**src/rtl/approx_adder_error_monitor_if.sv**
```systemverilog
// Sample and result channels of the approximate-adder error monitor.
// bias_sum exists only when APPROX_MON_BIAS_EN is defined.
interface approx_adder_error_monitor_if #(
    parameter int CNT_W = 16,
    parameter int SUM_W = 25
);
    logic             in_valid;
    logic             in_ready;
    logic [7:0]       a;
    logic [7:0]       b;
    logic [7:0]       approx_s;
    logic             approx_cout;
    logic             res_valid;
    logic             res_ready;
    logic [CNT_W-1:0] err_count;
    logic [8:0]       max_ed;
    logic [SUM_W-1:0] sum_ed;
`ifdef APPROX_MON_BIAS_EN
    logic signed [SUM_W:0] bias_sum;
`endif

    modport slave (
        input  in_valid, a, b, approx_s, approx_cout, res_ready,
        output in_ready, res_valid, err_count, max_ed, sum_ed
`ifdef APPROX_MON_BIAS_EN
        , bias_sum
`endif
    );

    modport master (
        output in_valid, a, b, approx_s, approx_cout, res_ready,
        input  in_ready, res_valid, err_count, max_ed, sum_ed
`ifdef APPROX_MON_BIAS_EN
        , bias_sum
`endif
    );
endinterface

```
**src/rtl/approx_adder_error_monitor.sv**
```systemverilog
// Frame-based error-distance statistics for an 8-bit approximate adder.
// Optional signed-bias accumulator enabled by APPROX_MON_BIAS_EN.
module approx_adder_error_monitor #(
    parameter int FRAME_LEN = 256,
    parameter int CNT_W     = 16,
    parameter int SUM_W     = 25
) (
    input  logic clk,
    input  logic rst,
    input  logic start_i,
    output logic busy_o,
    approx_adder_error_monitor_if.slave mon
);
    typedef enum logic [1:0] {IDLE, RUN, DRAIN, REPORT} state_t;

    state_t           state_q, state_d;
    logic [CNT_W-1:0] cnt_q, cnt_d;
    logic             clr;
    logic             hs;
    logic             last;

    logic [8:0]       exact, approx, ed;
    logic             v1_q;
    logic [8:0]       ed1_q;

    logic [CNT_W-1:0] err_q;
    logic [8:0]       max_q;
    logic [SUM_W-1:0] sum_q;

    assign hs   = mon.in_valid & mon.in_ready;
    assign last = (cnt_q == CNT_W'(FRAME_LEN - 1));

    always_comb begin
        state_d = state_q;
        clr     = 1'b0;
        case (state_q)
            IDLE: if (start_i) begin
                clr     = 1'b1;
                state_d = RUN;
            end
            RUN:    if (hs && last)    state_d = DRAIN;
            DRAIN:  if (!v1_q)         state_d = REPORT;
            REPORT: if (mon.res_ready) state_d = IDLE;
            default:                   state_d = IDLE;
        endcase
    end

    always_comb begin
        cnt_d = cnt_q;
        if (clr)     cnt_d = '0;
        else if (hs) cnt_d = cnt_q + CNT_W'(1);
    end

    always_ff @(posedge clk) begin
        if (rst) begin
            state_q <= IDLE;
            cnt_q   <= '0;
        end else begin
            state_q <= state_d;
            cnt_q   <= cnt_d;
        end
    end

    // Stage 1: exact sum and absolute error distance of the accepted sample.
    assign exact  = {1'b0, mon.a} + {1'b0, mon.b};
    assign approx = {mon.approx_cout, mon.approx_s};
    assign ed     = (exact >= approx) ? (exact - approx) : (approx - exact);

    always_ff @(posedge clk) begin
        if (rst) begin
            v1_q  <= 1'b0;
            ed1_q <= '0;
        end else begin
            v1_q <= hs;
            if (hs) ed1_q <= ed;
        end
    end

    // Stage 2: accumulate; clear on a frame start has priority.
    always_ff @(posedge clk) begin
        if (rst || clr) begin
            err_q <= '0;
            max_q <= '0;
            sum_q <= '0;
        end else if (v1_q) begin
            sum_q <= sum_q + SUM_W'(ed1_q);
            err_q <= err_q + CNT_W'(ed1_q != 9'd0);
            if (ed1_q > max_q) max_q <= ed1_q;
        end
    end

`ifdef APPROX_MON_BIAS_EN
    logic signed [9:0]    sed;
    logic signed [9:0]    sed1_q;
    logic signed [SUM_W:0] bias_q;

    assign sed = $signed({1'b0, exact}) - $signed({1'b0, approx});

    always_ff @(posedge clk) begin
        if (rst) begin
            sed1_q <= '0;
        end else if (hs) begin
            sed1_q <= sed;
        end
    end

    always_ff @(posedge clk) begin
        if (rst || clr) begin
            bias_q <= '0;
        end else if (v1_q) begin
            bias_q <= bias_q + (SUM_W+1)'(sed1_q);
        end
    end

    assign mon.bias_sum = bias_q;
`endif

    assign mon.in_ready  = (state_q == RUN);
    assign mon.res_valid = (state_q == REPORT);
    assign busy_o        = (state_q == RUN) || (state_q == DRAIN);
    assign mon.err_count = err_q;
    assign mon.max_ed    = max_q;
    assign mon.sum_ed    = sum_q;
endmodule

```
**src/flat_wrapper.sv**
```systemverilog
// flat-port wrapper written by rule: the top's interface ports become plain ports
module approx_adder_error_monitor_flat 
#(
    parameter int FRAME_LEN = 256,
    parameter int CNT_W     = 16,
    parameter int SUM_W     = 25
)
  (clk, rst, start_i, busy_o, mon_in_valid, mon_a, mon_b, mon_approx_s, mon_approx_cout, mon_res_ready, mon_in_ready, mon_res_valid, mon_err_count, mon_max_ed, mon_sum_ed);
  approx_adder_error_monitor_if #(.CNT_W(CNT_W), .SUM_W(SUM_W)) mon_i ();
  input  logic clk;
  input  logic rst;
  input  logic start_i;
  output logic busy_o;
  input wire logic [$bits(mon_i.in_valid)-1:0] mon_in_valid;
  input wire logic [$bits(mon_i.a)-1:0] mon_a;
  input wire logic [$bits(mon_i.b)-1:0] mon_b;
  input wire logic [$bits(mon_i.approx_s)-1:0] mon_approx_s;
  input wire logic [$bits(mon_i.approx_cout)-1:0] mon_approx_cout;
  input wire logic [$bits(mon_i.res_ready)-1:0] mon_res_ready;
  output wire logic [$bits(mon_i.in_ready)-1:0] mon_in_ready;
  output wire logic [$bits(mon_i.res_valid)-1:0] mon_res_valid;
  output wire logic [$bits(mon_i.err_count)-1:0] mon_err_count;
  output wire logic [$bits(mon_i.max_ed)-1:0] mon_max_ed;
  output wire logic [$bits(mon_i.sum_ed)-1:0] mon_sum_ed;
  assign mon_i.in_valid = mon_in_valid;
  assign mon_i.a = mon_a;
  assign mon_i.b = mon_b;
  assign mon_i.approx_s = mon_approx_s;
  assign mon_i.approx_cout = mon_approx_cout;
  assign mon_i.res_ready = mon_res_ready;
  assign mon_in_ready = mon_i.in_ready;
  assign mon_res_valid = mon_i.res_valid;
  assign mon_err_count = mon_i.err_count;
  assign mon_max_ed = mon_i.max_ed;
  assign mon_sum_ed = mon_i.sum_ed;
  approx_adder_error_monitor #(.FRAME_LEN(FRAME_LEN), .CNT_W(CNT_W), .SUM_W(SUM_W)) u_core (.clk(clk), .rst(rst), .start_i(start_i), .busy_o(busy_o), .mon(mon_i));
endmodule
```
**config.mk**
```make
export PLATFORM = sky130hd
export DESIGN_NAME = approx_adder_error_monitor_flat
export DESIGN_NICKNAME = d
export VERILOG_FILES = /design/src/rtl/approx_adder_error_monitor_if.sv /design/src/rtl/approx_adder_error_monitor.sv /design/src/flat_wrapper.sv
export SDC_FILE = /design/constraint.sdc
export NUM_CORES = 1
export LEC_CHECK = 0
export BUFFER_PORTS_ARGS = -buffer_cell sky130_fd_sc_hd__buf_4
export CAP_MARGIN = 20
export CORE_ASPECT_RATIO = 1.1
export CORE_MARGIN = 2
export CORE_UTILIZATION = 45
export CTS_CLUSTER_SIZE = 10
export DETAILED_ROUTE_END_ITERATION = 10
export GPL_TIMING_DRIVEN = 0
export MAX_ROUTING_LAYER = met4
export PLACE_DENSITY_LB_ADDON = 0.2
export SLEW_MARGIN = 20
export SYNTH_ARGS = -nofsm -noshare
export SYNTH_HDL_FRONTEND = slang
export SYNTH_SLANG_ARGS = --single-unit
export TNS_END_PERCENT = 10
```
**constraint.sdc**
```tcl
create_clock -name clk -period 11.7 [get_ports clk]
set_input_delay 1.755 -clock clk [delete_from_list [all_inputs] [get_ports clk]]
set_output_delay 1.755 -clock clk [all_outputs]
set_load 0.02 [all_outputs]
```
==> flow_metrics.py <==
metrics = {
    "worst_setup_path": {
        "endpoint": "u_core.ed1_q[7]$_SDFFE_PP0P_",
        "r2r_end": "u_core.mon.sum_ed[22]$_SDFFE_PP0P_",
        "slowest_delay_ns": 0.44,
        "cp_cell_sequence": "buf_4 > ha_1 > fa_1 > a21o_1 > a21oi_1 > o21bai_1 > a21oi_1 > xnor2_1 > ha_1 > nand4_1 > nor3_2 > or3_1 > buf_6 > nor3_1 > or3_1 > a311oi_2",
        "critPathRequiredTime_ns": 11.95,
        "r2r_start": "u_core.ed1_q[0]$_SDFFE_PP0P_",
        "worstPathArrival_ns": 5.26,
        "startpoint_type": "primary input",
        "critPathTopFamily": "simple AND/OR/NAND/NOR gates",
        "worstSetupStartpoint": "mon_b[0]",
        "path_buf_inv": 2,
        "r2r_cells": 9,
        "worstSetupPathType": "primary input to flop",
        "path_depth": 16,
        "cp_slowest_cell": "ha_1",
        "path_max_fanout": 7,
        "worstSetupEndpointType": "flop",
        "r2r_setup_slack_ns": 8.96,
    },
    "cts": {
        "cts.sinks": 78,
        "postCtsSetupBuffers": 0,
        "clk_transition_reported_paths_ns": 0.06,
        "postCtsHoldBufs": 0,
        "cts_resized": 0,
        "insertion_delay_ns": 0.34,
        "cts_buffers": 9,
        "clockBufferDepth": 2,
        "cts_root_buf": "clkbuf_16",
        "h-tree-depth": 3,
        "cts_tree": "yes",
    },
    "timing": {
        "finalCritPeriodShare": 0.429,
        "maxSlewViolCount": 0,
        "finClkSkew_ns": 0.00541,
        "final.setup.tns_ns": 0,
        "fmax_mhz": 199,
        "worst_pin_slew_ns": 0.706,
        "relSlewSlack": 0.529,
        "period_needed_ns": 5.02,
        "rsz0062_at_grt": "false",
        "hold_viol": 0,
        "setup_viol": 0,
    },
    "outcome": {
        "outcome": "finished, final reports clean",
    },
    "yosys": {
        "netlist_area_sq_um": 5030,
        "yosysTopAreaCellShare": 0.310,
        "synth_seq_cells": 78,
        "async_flop_share": 0,
        "synth_top_cell_by_area": "dfxtp_1",
        "synth_area_leaders": "dfxtp_1, ha_1, nor2_1",
        "yosysWarnings": 0,
        "ys.flop_type": "dfxtp_1",
        "ys_seq_area_frac": 0.310,
        "syn-mean-instance-area_sq_um": 8.42,
        "synth.distinct_cells": 60,
        "syn_inst": 598,
        "syn-num-nets": 683,
        "synth_edf_count": 0,
    },
    "layout": {
        "finish.net_count": 776,
        "fillers": 1045,
        "drive_above_1_share": 0.168,
        "seqCellArea_sq_um": 1560,
        "multi_input_area_sq_um": 3230,
        "n_antenna_cell": 0,
        "synthToLayoutAreaGrowth_pct": 22.3,
    },
    "die": {
        "core.rowCount": 40,
        "start_util": 0.461,
        "io_pins": 83,
        "fp.dieW_um": 105,
        "die_area_sq_um": 12000,
        "coreArea_sq_um": 10900,
        "die_h_um": 115,
    },
    "grt": {
        "track_usage": 0.206,
        "antenna_found_initial": 0,
        "overflow": 0,
        "grt_pass1_vias": 4505,
        "grt_max_degree": 14,
        "grt_pass1_wl_mm": 19.9,
    },
    "drt": {
        "drt-pass1-iter-count": 4,
        "route.detailed.drc": 0,
        "drtAntennaViolNets": 0,
        "route.vias.total": 4527,
        "post_drt_wl_per_cell_um": 13.9,
        "drtIter0Drc": 168,
        "wl_mm": 11.7,
        "vias_per_cell": 5.38,
    },
    "pwr": {
        "power_density_nw_per_um2": 145,
        "power_uw": 893,
        "p_leak_uw": 0.00255,
        "vdd.ir_drop.worst_mv": 0.0755,
    },
    "placed_design": {
        "hpwl_mm": 9.40,
        "portBuffers": 82,
        "place.gp.congestion": 0.890,
    },
    "run": {
        "maxCapViolCount": 0,
    },
    "min_path": {
        "worstHoldPathType": "flop to flop",
    },
}
layout by cell type (no fill, tap or decap), types with 21 or more instances in the layout:
| cell type | instances |
|---|---|
| nor2_1 | 75 |
| ha_1 | 51 |
| nand2_1 | 40 |
| o21ai_0 | 30 |
| buf_4 | 82 |
| inv_1 | 43 |
| xor2_1 | 26 |
| a21oi_1 | 39 |
| dfxtp_1 | 78 |
| nand3_1 | 21 |
how the worst min path moves through the flow:
stage	start	endpoint	slack (ns)	cells past startpoint
floorplan	u_core.cnt_q[1]$_SDFFE_PP0P_	u_core.cnt_q[1]$_SDFFE_PP0P_	0.47	2
global placement	u_core.mon.sum_ed[24]$_SDFFE_PP0P_	u_core.mon.sum_ed[24]$_SDFFE_PP0P_	0.47	2
detailed placement	u_core.mon.sum_ed[24]$_SDFFE_PP0P_	u_core.mon.sum_ed[24]$_SDFFE_PP0P_	0.49	2
CTS	u_core.mon.sum_ed[24]$_SDFFE_PP0P_	u_core.mon.sum_ed[24]$_SDFFE_PP0P_	0.49	2
global route	u_core.mon.sum_ed[24]$_SDFFE_PP0P_	u_core.mon.sum_ed[24]$_SDFFE_PP0P_	0.52	2
finish	u_core.mon.sum_ed[24]$_SDFFE_PP0P_	u_core.mon.sum_ed[24]$_SDFFE_PP0P_	0.49	2
synthesized netlist by cell type (all sizes together), types with 3 or more instances:
cell / instances
a211oi: 13
a21o: 8
a21oi: 40
a311oi: 5
and3: 7
and4: 3
buf: 10
clkbuf: 9
dfxtp: 78
fa: 4
ha: 51
inv: 43
mux2i: 18
nand2: 40
nand3: 21
nand4: 11
nor2: 75
nor2b: 5
nor3: 10
nor4: 5
o2111ai: 3
o211ai: 5
o21a: 6
o21ai: 34
o21bai: 6
o31ai: 6
or3: 18
xnor2: 16
xor2: 26
cell type report:
type,count,area share
plain buffers,19,0.0136
clock buffers,10,0.0388
clock inverters,5,0.0136
inverters,43,0.0262
multi-input cells,458,0.524
flip-flops and latches,78,0.254
well taps,147,0.0299
repair buffers,82,0.100
power by group:
group	leakage [uW]	internal [uW]	switching, uW
combinational	0.00177	119	175
sequential	0.000630	280	19.6
clock	0.000151	192	108
total	0.00255	590	303
flip-flops by register name (all words and copies together) (netlist names):
| signal | count |
|---|---|
| u_core.mon.sum_ed | 25 |
| u_core.cnt_q | 16 |
| u_core.mon.err_count | 16 |
| u_core.ed1_q | 9 |
| u_core.mon.max_ed | 9 |
| u_core.state_q | 2 |
| u_core.v1_q | 1 |
cells by family after synthesis:
| kind of cell | count (synthesis) | synth area share |
|---|---|---|
| buffers and inverters | 62 | 0.0487 |
| muxes | 18 | 0.0358 |
| xor gates and xnor gates | 42 | 0.0731 |
| DFF | 78 | 0.310 |
| adders and majority gates | 55 | 0.143 |
| and+or+nand+nor | 204 | 0.200 |
| AOI/OAI and AO/OA | 139 | 0.189 |
worst min-delay path, delay by kind of cell, from the launching register on:
kind / cells / cell delay, ns
DFF: 1 / 0.32
AOI/OAI and AO/OA: 2 / 0.13
stage by stage:
| stage | setup WS (ns) | hold slack (ns) | cell area [sq um] | instances | utilization |
|---|---|---|---|---|---|
| finish | 6.68 | 0.490 | 6150 | 842 | 0.564 |
| global route | 6.44 | 0.521 | 6150 | 842 | 0.564 |
| CTS | 6.65 | 0.495 | 6150 | 842 | 0.564 |
| detailed placement | 6.33 | 0.486 | 5830 | 827 | 0.535 |
| global placement | 6.36 | 0.465 | 5830 | 827 | 0.535 |
| floorplan | 6.82 | 0.467 | 5030 | 598 | - |
metal layers:
layer	routed length [um]	vias up	GRT usage	share of wire
met5	0	-	-	0
met4	229	0	0.0738	0.020
met3	441	17	0.0363	0.038
met2	5990	92	0.381	0.51
met1	5030	2111	0.222	0.43
li1	-	2307	-	-
No activity file was read; power rests on OpenSTA's default activity.
